[config.mk]
export PLATFORM = sky130hd
export DESIGN_NAME = wb_stage
export DESIGN_NICKNAME = d
export VERILOG_FILES = /design/src/rtl/wb_stage.sv
export SDC_FILE = /design/constraint.sdc
export NUM_CORES = 1
export LEC_CHECK = 0
export CAP_MARGIN = 20
export CORE_MARGIN = 2
export CORE_UTILIZATION = 35
export CTS_BUF_LIST = sky130_fd_sc_hd__clkbuf_4 sky130_fd_sc_hd__clkbuf_8 sky130_fd_sc_hd__clkbuf_16
export CTS_CLUSTER_DIAMETER = 120
export CTS_CLUSTER_SIZE = 14
export DETAILED_ROUTE_END_ITERATION = 12
export DONT_BUFFER_PORTS = 1
export SYNTH_ARGS = -nofsm -noshare
export SYNTH_HDL_FRONTEND = slang
export SYNTH_SLANG_ARGS = --single-unit
[constraint.sdc]
create_clock -name clk -period 2.8 [get_ports clk]
set_input_delay 0.84 -clock clk [delete_from_list [all_inputs] [get_ports clk]]
set_output_delay 0.84 -clock clk [all_outputs]
set_load 0.02 [all_outputs]
[src/rtl/wb_stage.sv]
// ============================================================================
// Module      : wb_stage
// Description : Pipeline write-back stage. Turns MEM-stage results into
//               register-file writes and waits (bounded) for load data.
// Revision    : 1.0 - initial release
// ============================================================================
`default_nettype none

module wb_stage #(
  parameter int TIMEOUT = 255
) (
  input  logic        clk,
  input  logic        rst,
  input  logic        in_valid,
  output logic        in_ready,
  input  logic        WB_EN_in,
  input  logic        MEM_R_EN_in,
  input  logic [4:0]  Dest_in,
  input  logic [31:0] ALU_Result,
  input  logic [31:0] mem_rdata,
  input  logic        mem_ready,
  output logic        WB_Write_Enable,
  output logic [4:0]  WB_Dest,
  output logic [31:0] WB_Data,
  output logic        stall,
  output logic        mem_timeout,
  output logic [15:0] retired_count
);

  typedef enum logic [1:0] {
    IDLE     = 2'd0,
    WAIT_MEM = 2'd1,
    WRITE    = 2'd2
  } state_t;

  localparam logic [7:0] c_WAIT_LAST = 8'(TIMEOUT - 1);

  state_t      r_state;
  state_t      w_next_state;
  logic [4:0]  r_wb_dest;
  logic [31:0] r_wb_data;
  logic [7:0]  r_wait_cnt;
  logic        r_mem_timeout;
  logic [15:0] r_retired_count;

  logic w_in_ready;
  logic w_accept;
  logic w_real_write;
  logic w_wait_expired;
  logic w_timeout_hit;

  assign w_in_ready     = (r_state != WAIT_MEM);
  assign w_accept       = in_valid & w_in_ready;
  // Writes to register $0 are architecturally discarded, so treat them as no-ops.
  assign w_real_write   = WB_EN_in & (Dest_in != 5'd0);
  assign w_wait_expired = (r_wait_cnt == c_WAIT_LAST);

  always_comb begin
    w_next_state  = r_state;
    w_timeout_hit = 1'b0;
    case (r_state)
      IDLE, WRITE: begin
        if (w_accept && w_real_write)
          w_next_state = MEM_R_EN_in ? WAIT_MEM : WRITE;
        else
          w_next_state = IDLE;
      end
      WAIT_MEM: begin
        // Data arriving on the last allowed cycle still wins over the timeout.
        if (mem_ready) begin
          w_next_state = WRITE;
        end else if (w_wait_expired) begin
          w_next_state  = IDLE;
          w_timeout_hit = 1'b1;
        end
      end
      default: w_next_state = IDLE;
    endcase
  end

  always_ff @(posedge clk or posedge rst) begin
    if (rst) begin
      r_state         <= IDLE;
      r_wb_dest       <= 5'd0;
      r_wb_data       <= 32'd0;
      r_wait_cnt      <= 8'd0;
      r_mem_timeout   <= 1'b0;
      r_retired_count <= 16'd0;
    end else begin
      r_state <= w_next_state;

      if (w_accept && w_real_write) begin
        r_wb_dest  <= Dest_in;
        r_wait_cnt <= 8'd0;
        if (!MEM_R_EN_in)
          r_wb_data <= ALU_Result;
      end

      if (r_state == WAIT_MEM) begin
        if (mem_ready)
          r_wb_data <= mem_rdata;
        else if (!w_wait_expired)
          r_wait_cnt <= r_wait_cnt + 8'd1;
      end

      if (w_timeout_hit)
        r_mem_timeout <= 1'b1;

      // Counted on entry so the count already includes the write being strobed.
      if (w_next_state == WRITE)
        r_retired_count <= r_retired_count + 16'd1;
    end
  end

  assign in_ready        = w_in_ready;
  assign stall           = ~w_in_ready;
  assign WB_Write_Enable = (r_state == WRITE);
  assign WB_Dest         = r_wb_dest;
  assign WB_Data         = r_wb_data;
  assign mem_timeout     = r_mem_timeout;
  assign retired_count   = r_retired_count;

endmodule

`default_nettype wire

## After elaboration in Yosys (flattened, before gate mapping)

Cells that the tools add are included.

- Flip-flop bits (word level): 64
- Output and inout bits: 57
- Logic and storage cells: 36

- Add/subtract/negate cells: 2
- Eq/ne operators: 5
- Multiplexer cells: 16
- Bitwise gates (word level): 3
- Reduce and logical (&&, ||, !) cells: 4

Operators by type and width:

| operator | number |
|---|---|
| 2-to-1 mux 32 bit | 4 |
| 2-to-1 mux 8 bit | 4 |
| adder 16 x 1 -> 16 bit (second input constant) | 1 |
| adder 8 x 1 -> 8 bit (second input constant) | 1 |
| equality test 8 bit (second input constant) | 1 |
| 2-to-1 mux 2 bit | 4 |
| nonzero test 5 bit | 1 |
| equality test 2 bit (second input constant) | 2 |
| case mux 2 bit (2 select lines) | 1 |
| 2-to-1 mux 1 bit | 3 |
| bitwise AND 1 bit | 2 |
| equality test 2 x 1 -> 1 bit (second input constant) | 1 |
| logical NOT 2 bit | 1 |
| != test 2 x 1 -> 1 bit (second input constant) | 1 |
| OR reduction 2 bit | 1 |
| logical AND 1 bit | 1 |
| NOT 1 bit | 1 |

## Longest topological paths before layout

Gate-level depths: netlist of the first run.

- Depth in word-level cells: 7
- Depth in mapped cells: 7
- Gate-level depth less buffers: 6

## Worst setup path after synthesis of the first run

OpenSTA, ideal clock, no wires.

- Path type: input-to-reg
- Start point: input port Dest_in[1]
- End point: register r_wb_data[17], in the netlist WB_Data[17]
- Arrival: 2.121 ns
- Required time: 2.676 ns
- Slack: 0.555 ns
- Cell stages on the path: 6
- Buffers on the path: 2
- Cell sequence: or4_4 -> o211a_1 -> buf_6 -> buf_6 -> a31oi_1 -> a21oi_1

- Cells in the longest elaborated chain, start to end: 6

Ends and longest elaborated chain:

| element | RTL line | RTL |
|---|---|---|
| start: declaration | 18 | `input logic [4:0] Dest_in,` |
| nonzero test 5 bit (*) | 55 | `assign w_real_write = WB_EN_in & (Dest_in != 5'd0);` |
| bitwise AND 1 bit (*) | 55 |  |
| logical AND 1 bit (*) | 92 | `if (w_accept && w_real_write) begin` |
| 2-to-1 mux 32 bit (*) | 92 |  |
| 2-to-1 mux 32 bit | 100 | `if (mem_ready)` |
| 2-to-1 mux 32 bit (*) | 99 | `if (r_state == WAIT_MEM) begin` |
| end signal: assignment | 96 | `r_wb_data <= ALU_Result;` |
| end signal: assignment | 101 | `r_wb_data <= mem_rdata;` |
| end: declaration | 41 | `logic [31:0] r_wb_data;` |

Every way passes the cells marked *; elsewhere a longest branch is shown, timed or not.
A chain may end at the register's enable or synchronous reset.

## Worst setup path after layout of the first run

- Start point: register r_state[1]
- End point: register r_wb_data[20], in the netlist WB_Data[20]

- Cells in the longest elaborated chain, start to end: 6
- Elaborated cells between the ends (all ways): 7
- Those cells by class: 2 x eq/ne; 3 x mux; 1 x bitwise; 1 x reduce/logical

Ends and longest elaborated chain:

| element | RTL line | RTL |
|---|---|---|
| start: declaration | 38 | `state_t r_state;` |
| start signal: assignment | 90 | `r_state <= w_next_state;` |
| != test 2 x 1 -> 1 bit (*) | 52 | `assign w_in_ready = (r_state != WAIT_MEM);` |
| named net in_ready | 15 | `output logic in_ready,` |
| bitwise AND 1 bit (*) | 53 | `assign w_accept = in_valid & w_in_ready;` |
| logical AND 1 bit (*) | 92 |  |
| 2-to-1 mux 32 bit (*) | 92 |  |
| 2-to-1 mux 32 bit | 100 |  |
| 2-to-1 mux 32 bit (*) | 99 |  |

The timed path passes the listed nets; every way through them passes the cells marked *.

==> results.txt, run 1 <==
status: complete, no violations
Reg-to-Reg End: WB_Data[20]
pwr dens: 802 nW/um^2
Worst Path Buf+Inv: 2
Die Area: 9760 um^2
Cell Rows: 34
FF-to-FF Start: r_state[1]
Slew HR: 0.602
H-tree depth: 3
leakage: 0.00144 uW
post-CTS setup buffer count: 0
syn_area_per_cell: 9.50 um^2
data arrival time at the worst-slack endpoint: 2.44 ns
mapped cell area: 3150 um^2
RePlAce Congestion: 0.839
Final period util: 0.783
WP data required: 3.05 ns
Top FF cell, synth: dfrtp_1
HP Class: primary input to asynchronous set/reset pin
worst vdd ir: 0.000295 V
DR vias: 2,547
Worst Setup SP: r_state[1]
post-DP HPWL: 5.51 mm
hold_buf cts: 0
Setup Skew: 0.00653 ns
Yosys top cell area share: 0.509
maxcap violations: 0
CP Cell Sequence: nand2b_1 > inv_2 > and2_2 > buf_4 > a31oi_1 > a21oi_1
fin util: 0.395
DR iter-0 viols: 115
Die W: 98.8 um
Yosys warnings: 0
final antenna-violating net count: 0
fmax: 0.456 GHz
TNS Setup: 0 ns
fraction of registers with async set/reset: 1.00
GRT overflow: 0
initial antenna violation count: 0
total I/O pin count: 132
area grow syn2layout: 9.63%
Avg WL per Cell: 19.4 um
Buffers on Ports: 0
clk_lat worst skew: 0.34 ns
register bit total from synthesis: 64
Post-synth EDFFs: 0
Sw Pwr: 1010 uW
CTS tree: done
Logic pwr share: 0.140
Root Driver: clkbuf_8
vias per cell: 5.80
crit-path max cell delay: 0.51 ns
share of cells above drive strength 1: 0.109
unrepaired setup endpoints after global routing: no
post-cts sizing count: 0
Clk pwr share: 0.306
Final Max Slew Viols: 0
startpoint class of the critical path: flip-flop
Seq pwr share: 0.554
Seq/Total Area, Yosys: 0.509
Crit path max-delay family: simple AND/OR/NAND/NOR gates
overall routing resource usage: 0.173
minimum clock period: 2.19 ns
CP endpoint kind: flip-flop
starting density of the core: 0.361
clk sinks: 64
Core Box Area: 8720 um^2
Synth cell types: 45
Worst R2R Path Depth: 6
most frequent cell after synthesis: dfrtp_1
CP Depth: 6
critical path class: flip-flop to flip-flop
critical path's slowest cell: and2_2
drt first pass iters: 4
drt drc: 0
Die Ht: 98.8 um
Int Power: 1750 uW
vias in the first global route: 2,608
Slew @ Worst Pin: 0.596 ns
CP max FO: 22
Final Hold Fails: 0
Mapped Cells: 331
# diodes: 0
DRT Wirelength: 8.53 mm
Synth area leader: dfrtp_1
Post-synth top cells: dfrtp_1 (64), o21ai_1 (41), a21oi_1 (36), nor2_1 (34), a31oi_1 (32)
clk buf depth: 2
Layout Nets: 404
first-pass GRT wire length: 13.5 mm
CTS Buf Count: 9
top post-synthesis cells by area: dfrtp_1 (51%), o21ai_1 (6.5%), a31oi_1 (6.4%)
Net Sw Frac: 0.366
Mapped Nets: 409
Reg clk slew, reported paths: 0.07 ns
endpoints failing setup: 0
largest net degree at the start of global routing: 65
CP endpoint: WB_Data[20]
r2r setup slk: 0.61 ns
## placed cells by master (no fill, tap or decap), types with 2 or more instances in the layout
master     instances
inv_1              2
clkinv_2           2
dfrtp_1           64
a21oi_1           36
nor2_1            34
nand3_1            9
xnor2_1           11
buf_12             2
o2111ai_2          2
xor2_1             4
clkbuf_8          11
nand4_1            8
o21ai_1           41
nand2_1           21
inv_2              2
buf_4              5
clkbuf_4           2
o31ai_1            2
o211ai_1           3
o211ai_2           4
nor3_1             3
and2_1             3
nor4_1             2
ha_1               3
a31oi_1           32
## stage by stage
step / std cells / total power [uW] / area [um^2] / setup slack, ns / hold WS (ns)
after floorplan: 331 / 1820 / 3150 / 0.362 / 0.460
after global placement: 423 / 1920 / 3240 / 0.386 / 0.486
after detailed placement: 423 / 1940 / 3240 / 0.310 / 0.492
after CTS: 439 / 2800 / 3450 / 0.578 / 0.466
after global routing: 439 / 2930 / 3450 / 0.477 / 0.473
final: 439 / 2770 / 3450 / 0.607 / 0.448
## kinds of logic (layout without fill, tap and decap cells)
family                     count (synthesis)  in the layout  share of synthesized area
AOI/OAI and AO/OA                        130            130                      0.253
muxes                                      1              1                    0.00358
and+or+nand+nor                           91             91                      0.138
xor gates and xnor gates                  15             15                     0.0418
buffers and inverters                     27             27                     0.0422
DFF                                       64             64                      0.509
adders and majority gates                  3              3                     0.0119
## worst min-delay path by stage
stage               slack (ns)  cells after the start            end           from
finish                    0.45                      2    WB_Data[22]            rst
global route              0.47                      2    WB_Data[22]            rst
CTS                       0.47                      2    WB_Data[22]            rst
floorplan                 0.46                      1  r_wait_cnt[2]  r_wait_cnt[2]
detailed placement        0.49                      1  r_wait_cnt[2]  r_wait_cnt[2]
global placement          0.49                      1  r_wait_cnt[2]  r_wait_cnt[2]
## layer usage
metal  wire length (um)  vias up  track usage
li1                   -     1205            -
met1               3690     1251        0.218
met2               4180       83        0.282
met3                553        8       0.0504
met4                 97        0       0.0653
met5                  0        -            0
## power by group through the flow
stage	Combinational, uW	Clock (uW)	Sequential [uW]
2_1_floorplan	326	0	1490
3_3_place_gp	377	0	1550
3_5_place_dp	396	0	1550
4_1_cts	394	868	1530
5_1_grt	448	918	1560
6_report	388	846	1530
## worst reg2reg max path, stage by stage (launching register included)
cell,delay [ns]
dfrtp_1,0.41
nand2b_1,0.33
inv_2,0.22
and2_2,0.51
buf_4,0.37
a31oi_1,0.07
a21oi_1,0.19
## sequential cells by signal (all words and copies together), names as in the netlist
signal	flops
WB_Data	32
r_state	2
WB_Dest	5
mem_timeout	1
retired_count	16
r_wait_cnt	8
## area by class of cell
| class | count | area [um^2] |
|---|---|---|
| sequential | 64 | 1600 |
| inverter | 4 | 15.0 |
| tap | 108 | 135 |
| clock inverter | 3 | 40.0 |
| fill | 874 | 5270 |
| clock buffer | 13 | 166 |
| timing repair buffer | 7 | 77.6 |
| multi-input combinational | 240 | 1410 |
No activity file was read; power rests on OpenSTA's default activity.
==> run 2: changes to the inputs <==
==> constraint.sdc (replaced) <==
create_clock -name clk -period 2.2 [get_ports clk]
set_input_delay 0.66 -clock clk [delete_from_list [all_inputs] [get_ports clk]]
set_output_delay 0.66 -clock clk [all_outputs]
set_load 0.02 [all_outputs]
==> run 2 against run 1 <==
- sequential share of layout area shrank 1.1 points
- power grew 27%
- sequential cell count is the same
- count of clock-buffer cells in the layout shrank 2
- die area is the same
- critical path depth shrank 4
- global-route usage shrank 0.070 points
- clock skew grew 0.0031 ns
- worst setup slack lost 0.30 ns
- register-to-register slack lost 0.15 ns
- first-iteration DRC count grew 15%
- critical endpoint is now WB_Write_Enable
- largest power group unchanged
==> results.txt, run 2 (synthesis gave the netlist of run 1 again) <==
met3 wire len: 610 um (+10%)
CP endpoint kind: primary output
DR iter-0 viols: 132 (+15%)
minimum clock period: 1.90 ns
overall routing resource usage: 0.173 (-0.000695)
Cell Rows: 34 (unchanged)
crit-path max cell delay: 0.39 ns (-0.12 ns)
Multi-input gate area: 1410 um^2 (unchanged)
endpoints failing setup: 0 (unchanged)
Crit path max-delay family: flip-flops
Final Max Slew Viols: 0 (unchanged)
Die Ht: 98.8 um (unchanged)
post-cts sizing count: 0 (unchanged)
Worst Setup SP: r_state[0]
post-CTS setup buffer count: 0 (unchanged)
fmax: 0.527 GHz
Storage cell area: 1600 um^2 (unchanged)
startpoint class of the critical path: flip-flop
first-pass GRT wire length: 13.5 mm (+0.10%)
Avg WL per Cell: 18.6 um (-4.4%)
share of cells above drive strength 1: 0.132 (+0.0236)
data arrival time at the worst-slack endpoint: 1.24 ns (-1.20 ns)
vias in the first global route: 2,586 (-0.84%)
largest net degree at the start of global routing: 44 (-32%)
clk_lat worst skew: 0.34 ns (about the same)
DR vias: 2,580 (+1.3%)
hold_buf cts: 0 (unchanged)
drt drc: 0 (unchanged)
Worst Path Buf+Inv: 1 (-1)
H-tree depth: 3 (unchanged)
TNS Setup: 0 ns (unchanged)
Die Area: 9760 um^2 (unchanged)
leakage: 0.00147 uW (+2.4%)
clk buf depth: 2 (unchanged)
CTS Buf Count: 9 (unchanged)
starting density of the core: 0.361 (unchanged)
metal1 wirelength: 3.47 mm (-6.0%)
critical path's slowest cell: dfrtp_1
Buffers on Ports: 0 (unchanged)
DP Cell Count: 432 (+2.1%)
most common cell after layout, fill and taps aside: dfrtp_1
Root Driver: clkbuf_8
max FFs per register: 32 (unchanged)
met2 wire len: 4.16 mm (-0.67%)
CTS tree: done
CP Cell Sequence: buf_4 > nor2b_1
Slew @ Worst Pin: 0.509 ns (-0.0875 ns)
Highest Signal Layer: met4
RePlAce Congestion: 0.739 (-12%)
post-DP HPWL: 5.67 mm (+2.9%)
DRT Wirelength: 8.31 mm (-2.5%)
worst vdd ir: 0.000358 V (+21%)
critical path class: flip-flop to primary output
final setup margin: 0.303 ns (-0.303 ns)
Reg clk slew, reported paths: 0.07 ns (about the same)
Final period util: 0.862
FF-to-FF Start: r_state[0]
most frequent cells in the layout: dfrtp_1 (64), o21ai_1 (41), a21oi_1 (36)
final cell count without fillers: 448 (+2.1%)
GRT overflow: 0 (unchanged)
Setup Skew: 0.00968 ns (+0.00315 ns)
maxcap violations: 0 (unchanged)
# diodes: 0 (unchanged)
total I/O pin count: 132 (unchanged)
pwr dens: 996 nW/um^2 (+24%)
CP max FO: 5 (-77%)
Core Box Area: 8720 um^2 (unchanged)
final antenna-violating net count: 0 (unchanged)
drt first pass iters: 7 (+3)
Die W: 98.8 um (unchanged)
Final Hold Fails: 0 (unchanged)
HP Class: primary input to asynchronous set/reset pin
area grow syn2layout: 12.3%
status: complete, no violations
Layout Nets: 413 (+2.2%)
WP data required: 1.54 ns (-1.51 ns)
Slew HR: 0.660 (+0.0586)
unrepaired setup endpoints after global routing: no
clk sinks: 64 (unchanged)
initial antenna violation count: 0 (unchanged)
Post-Place Worst Slack: 0.0893 ns (-0.221 ns)
vias per cell: 5.76 (-0.74%)
Fillers: 858 (-1.8%)
## run 2: worst reg2reg max path, cell delays in order (launching register included)
cell and delay, ns:
dfrtp_1 0.39, nor4bb_1 0.39, o21a_1 0.49, o2111ai_1 0.18, xnor2_1 0.16
## run 2: area by class of cell
type	instances	share of cell area
Tap cell	108	0.0383
Inverter	4	0.00531
Timing Repair Buffer	16	0.0446
Multi-Input combinational cell	240	0.400
Clock inverter	5	0.0156
Sequential cell	64	0.453
Clock buffer	11	0.0429
## run 2: final timing paths
| kind | end | slack (ns) | cells after the start |
|---|---|---|---|
| max | WB_Write_Enable | 0.30 | 2 |
| min | WB_Dest[2] | 0.22 | 1 |
| max reg2reg | retired_count[4] | 0.46 | 4 |
| min reg2reg | r_wait_cnt[2] | 0.51 | 1 |
| max in group asynchronous | WB_Data[2] | 1.40 | 2 |
| min in group clk | WB_Dest[3] | 0.43 | 2 |
## run 2: metal layers
layer / up-vias / track usage
li1: 1218 / -
met1: 1258 / 0.220
met2: 97 / 0.279
met3: 7 / 0.0525
met4: 0 / 0.0601
met5: - / 0
## run 2: metrics by stage
stage | hold slack, ns | power, uW | instance area [um^2] | utilization
2_1_floorplan | 0.460 | 2310 | 3150 | -
3_3_place_gp | 0.492 | 2470 | 3330 | 0.381
3_5_place_dp | 0.490 | 2490 | 3330 | 0.381
4_1_cts | 0.218 | 3560 | 3530 | 0.405
5_1_grt | 0.232 | 3720 | 3530 | 0.405
6_report | 0.219 | 3520 | 3530 | 0.405
## run 2: report_power, final
part | switching [uW] | internal (uW)
clock network | 473 | 581
registers | 525 | 1420
logic | 299 | 220
==> run 3: changes to the inputs <==
--- a/config.mk
+++ b/config.mk
@@ -6,6 +6,8 @@
 export NUM_CORES = 1
 export LEC_CHECK = 0
 export CAP_MARGIN = 20
+export CELL_PAD_IN_SITES_DETAIL_PLACEMENT = 1
+export CELL_PAD_IN_SITES_GLOBAL_PLACEMENT = 1
 export CORE_MARGIN = 2
 export CORE_UTILIZATION = 35
 export CTS_BUF_LIST = sky130_fd_sc_hd__clkbuf_4 sky130_fd_sc_hd__clkbuf_8 sky130_fd_sc_hd__clkbuf_16
@@ -13,6 +15,8 @@
 export CTS_CLUSTER_SIZE = 14
 export DETAILED_ROUTE_END_ITERATION = 12
 export DONT_BUFFER_PORTS = 1
+export PLACE_DENSITY_LB_ADDON = 0.1
+export SKIP_LAST_GASP = 1
 export SYNTH_ARGS = -nofsm -noshare
 export SYNTH_HDL_FRONTEND = slang
 export SYNTH_SLANG_ARGS = --single-unit
==> run 3 against run 2 <==
- final cell count is 0.45% lower
- non-clock buffer count unchanged
- die area unchanged
- fmax grew 4.5%
- critical path depth shrank 1
==> results.txt, run 3 (synthesis gave the netlist of run 1 again) <==
Crit path max-delay family: flip-flops
endpoints failing setup: 0 (unchanged)
Slew @ Worst Pin: 0.594 ns (+0.0849 ns)
CP max FO: 6 (+1)
most frequent cells in the layout: dfrtp_1 (64), o21ai_1 (41), a21oi_1 (36)
Final Max Slew Viols: 0 (unchanged)
area grow syn2layout: 11.6%
drt first pass iters: 4 (-3)
Avg WL per Cell: 20.4 um (+10%)
Core Box Area: 8720 um^2 (unchanged)
status: complete, no violations
Sw Pwr: 1300 uW (+0.21%)
RePlAce Congestion: 0.732 (-0.97%)
Layout Nets: 413 (unchanged)
H-tree depth: 3 (unchanged)
DR vias: 2,596 (+0.62%)
Seq pwr share: 0.582 (+0.029)
data arrival time at the worst-slack endpoint: 1.16 ns (-0.08 ns)
CTS Buf Count: 9 (unchanged)
Fillers: 1,005 (+17%)
post-cts sizing count: 0 (unchanged)
critical path class: flip-flop to primary output
Slew HR: 0.603 (-0.0567)
first-pass GRT wire length: 14.8 mm (+9.2%)
clk_lat worst skew: 0.34 ns (about the same)
worst vdd ir: 0.000379 V (+6.0%)
initial antenna violation count: 0 (unchanged)
post-CTS setup buffer count: 0 (unchanged)
CTS tree: done
Setup Skew: 0.0110 ns (+0.00127 ns)
Final Hold Fails: 0 (unchanged)
DRT Wirelength: 9.12 mm (+9.7%)
Reg clk slew, reported paths: 0.07 ns (about the same)
Storage cell area: 1600 um^2 (unchanged)
vias per cell: 5.82 (+1.1%)
overall routing resource usage: 0.190 (+0.0169)
Cell Rows: 34 (unchanged)
post-DP HPWL: 6.32 mm (+11%)
HP Class: primary input to asynchronous set/reset pin
GRT overflow: 0 (unchanged)
TNS Setup: 0 ns (unchanged)
clk sinks: 64 (unchanged)
share of cells above drive strength 1: 0.127 (-0.00513)
hold_buf cts: 0 (unchanged)
Die W: 98.8 um (unchanged)
final antenna-violating net count: 0 (unchanged)
starting density of the core: 0.361 (unchanged)
Final period util: 0.825 (-0.0372)
unrepaired setup endpoints after global routing: no
most common cell after layout, fill and taps aside: dfrtp_1
DR iter-0 viols: 88 (-33%)
drt drc: 0 (unchanged)
crit-path max cell delay: 0.46 ns (+0.07 ns)
r2r setup slk: 0.48 ns (+0.02 ns)
clk buf depth: 2 (unchanged)
final hold slack: 0.247 ns (+0.0287 ns)
Net Sw Frac: 0.386 (+0.0177)
largest net degree at the start of global routing: 39 (-11%)
post-place instance area: 3350 um^2 (+0.75%)
Die Ht: 98.8 um (unchanged)
vias in the first global route: 2,806 (+8.5%)
CP endpoint kind: primary output
Buffers on Ports: 0 (unchanged)
startpoint class of the critical path: flip-flop
CP Cell Sequence: nor2b_1
fmax: 0.551 GHz (+4.5%)
leakage: 0.00146 uW (-0.62%)
# diodes: 0 (unchanged)
maxcap violations: 0 (unchanged)
Root Driver: clkbuf_8
total I/O pin count: 132 (unchanged)
critical path's slowest cell: dfrtp_1
Worst Path Buf+Inv: 0 (-1)
max FFs per register: 32 (unchanged)
Multi-input gate area: 1410 um^2 (unchanged)
Logic pwr share: 0.156 (+0.009)
minimum clock period: 1.82 ns (-0.0819 ns)
Int Power: 2060 uW (-7.1%)
fin util: 0.403 (-0.00244)
fin area: 3510 um^2 (-0.60%)
pwr dens: 958 nW/um^2 (-3.8%)
WP data required: 1.54 ns (about the same)
Clk pwr share: 0.262 (-0.038)
Die Area: 9760 um^2 (unchanged)
[run 3: cell types whose count changed in the layout (fill, tap and decap cells not counted), sizes merged]
cell,before,now
bufinv,1,0
clkbuf,11,10
clkinv,2,3
clkinvlp,3,2
[run 3: final timing paths]
| path | from | end | depth (start not counted) |
|---|---|---|---|
| setup reg to reg | r_state[0] | WB_Data[18] | 6 |
| hold reg to reg | r_wait_cnt[2] | r_wait_cnt[2] | 1 |
| setup / recovery | r_state[0] | WB_Write_Enable | 1 |
| max in group asynchronous | rst | WB_Data[18] | 2 |
| hold / removal | rst | retired_count[9] | 1 |
| min in group clk | Dest_in[1] | WB_Dest[1] | 2 |
[run 3: area by class of cell]
| class | count | share of cell area |
|---|---|---|
| Sequential cell | 64 | 0.456 |
| Timing Repair Buffer | 16 | 0.0520 |
| Clock buffer | 10 | 0.0392 |
| Tap cell | 108 | 0.0385 |
| Multi-Input combinational cell | 240 | 0.402 |
| Inverter | 4 | 0.00535 |
| Clock inverter | 4 | 0.00641 |
[run 3: worst register-to-register path: cells and delay by family (launching register included)]
| kind | cells | cell delay, ns |
|---|---|---|
| flip-flops | 1 | 0.46 |
| AO/OA/AOI/OAI | 2 | 0.24 |
| AND/OR/NAND/NOR | 2 | 0.61 |
| buffers and inverters | 2 | 0.32 |
[run 3: per-layer routing]
layer | GRT usage | wire (um) | vias up
li1 | - | - | 1217
met1 | 0.243 | 3900 | 1285
met2 | 0.306 | 4370 | 85
met3 | 0.0610 | 737 | 9
met4 | 0.0580 | 107 | 0
met5 | 0 | 0 | -
[run 3: power groups by stage]
| stage | Combinational [uW] | Clock (uW) | Sequential [uW] |
|---|---|---|---|
| final | 526 | 880 | 1960 |
| after global routing | 608 | 961 | 2000 |
| after CTS | 537 | 914 | 1960 |
| after detailed placement | 538 | 0 | 1980 |
| after global placement | 511 | 0 | 1980 |
| after floorplan | 415 | 0 | 1900 |
[run 3: through the flow]
| step | setup WS, ns | power [uW] | std cells |
|---|---|---|---|
| 2_1_floorplan | 0.135 | 2310 | 331 |
| 3_3_place_gp | 0.123 | 2490 | 432 |
| 3_5_place_dp | 0.0778 | 2520 | 432 |
| 4_1_cts | 0.356 | 3410 | 446 |
| 5_1_grt | 0.320 | 3570 | 446 |
| 6_report | 0.385 | 3360 | 446 |
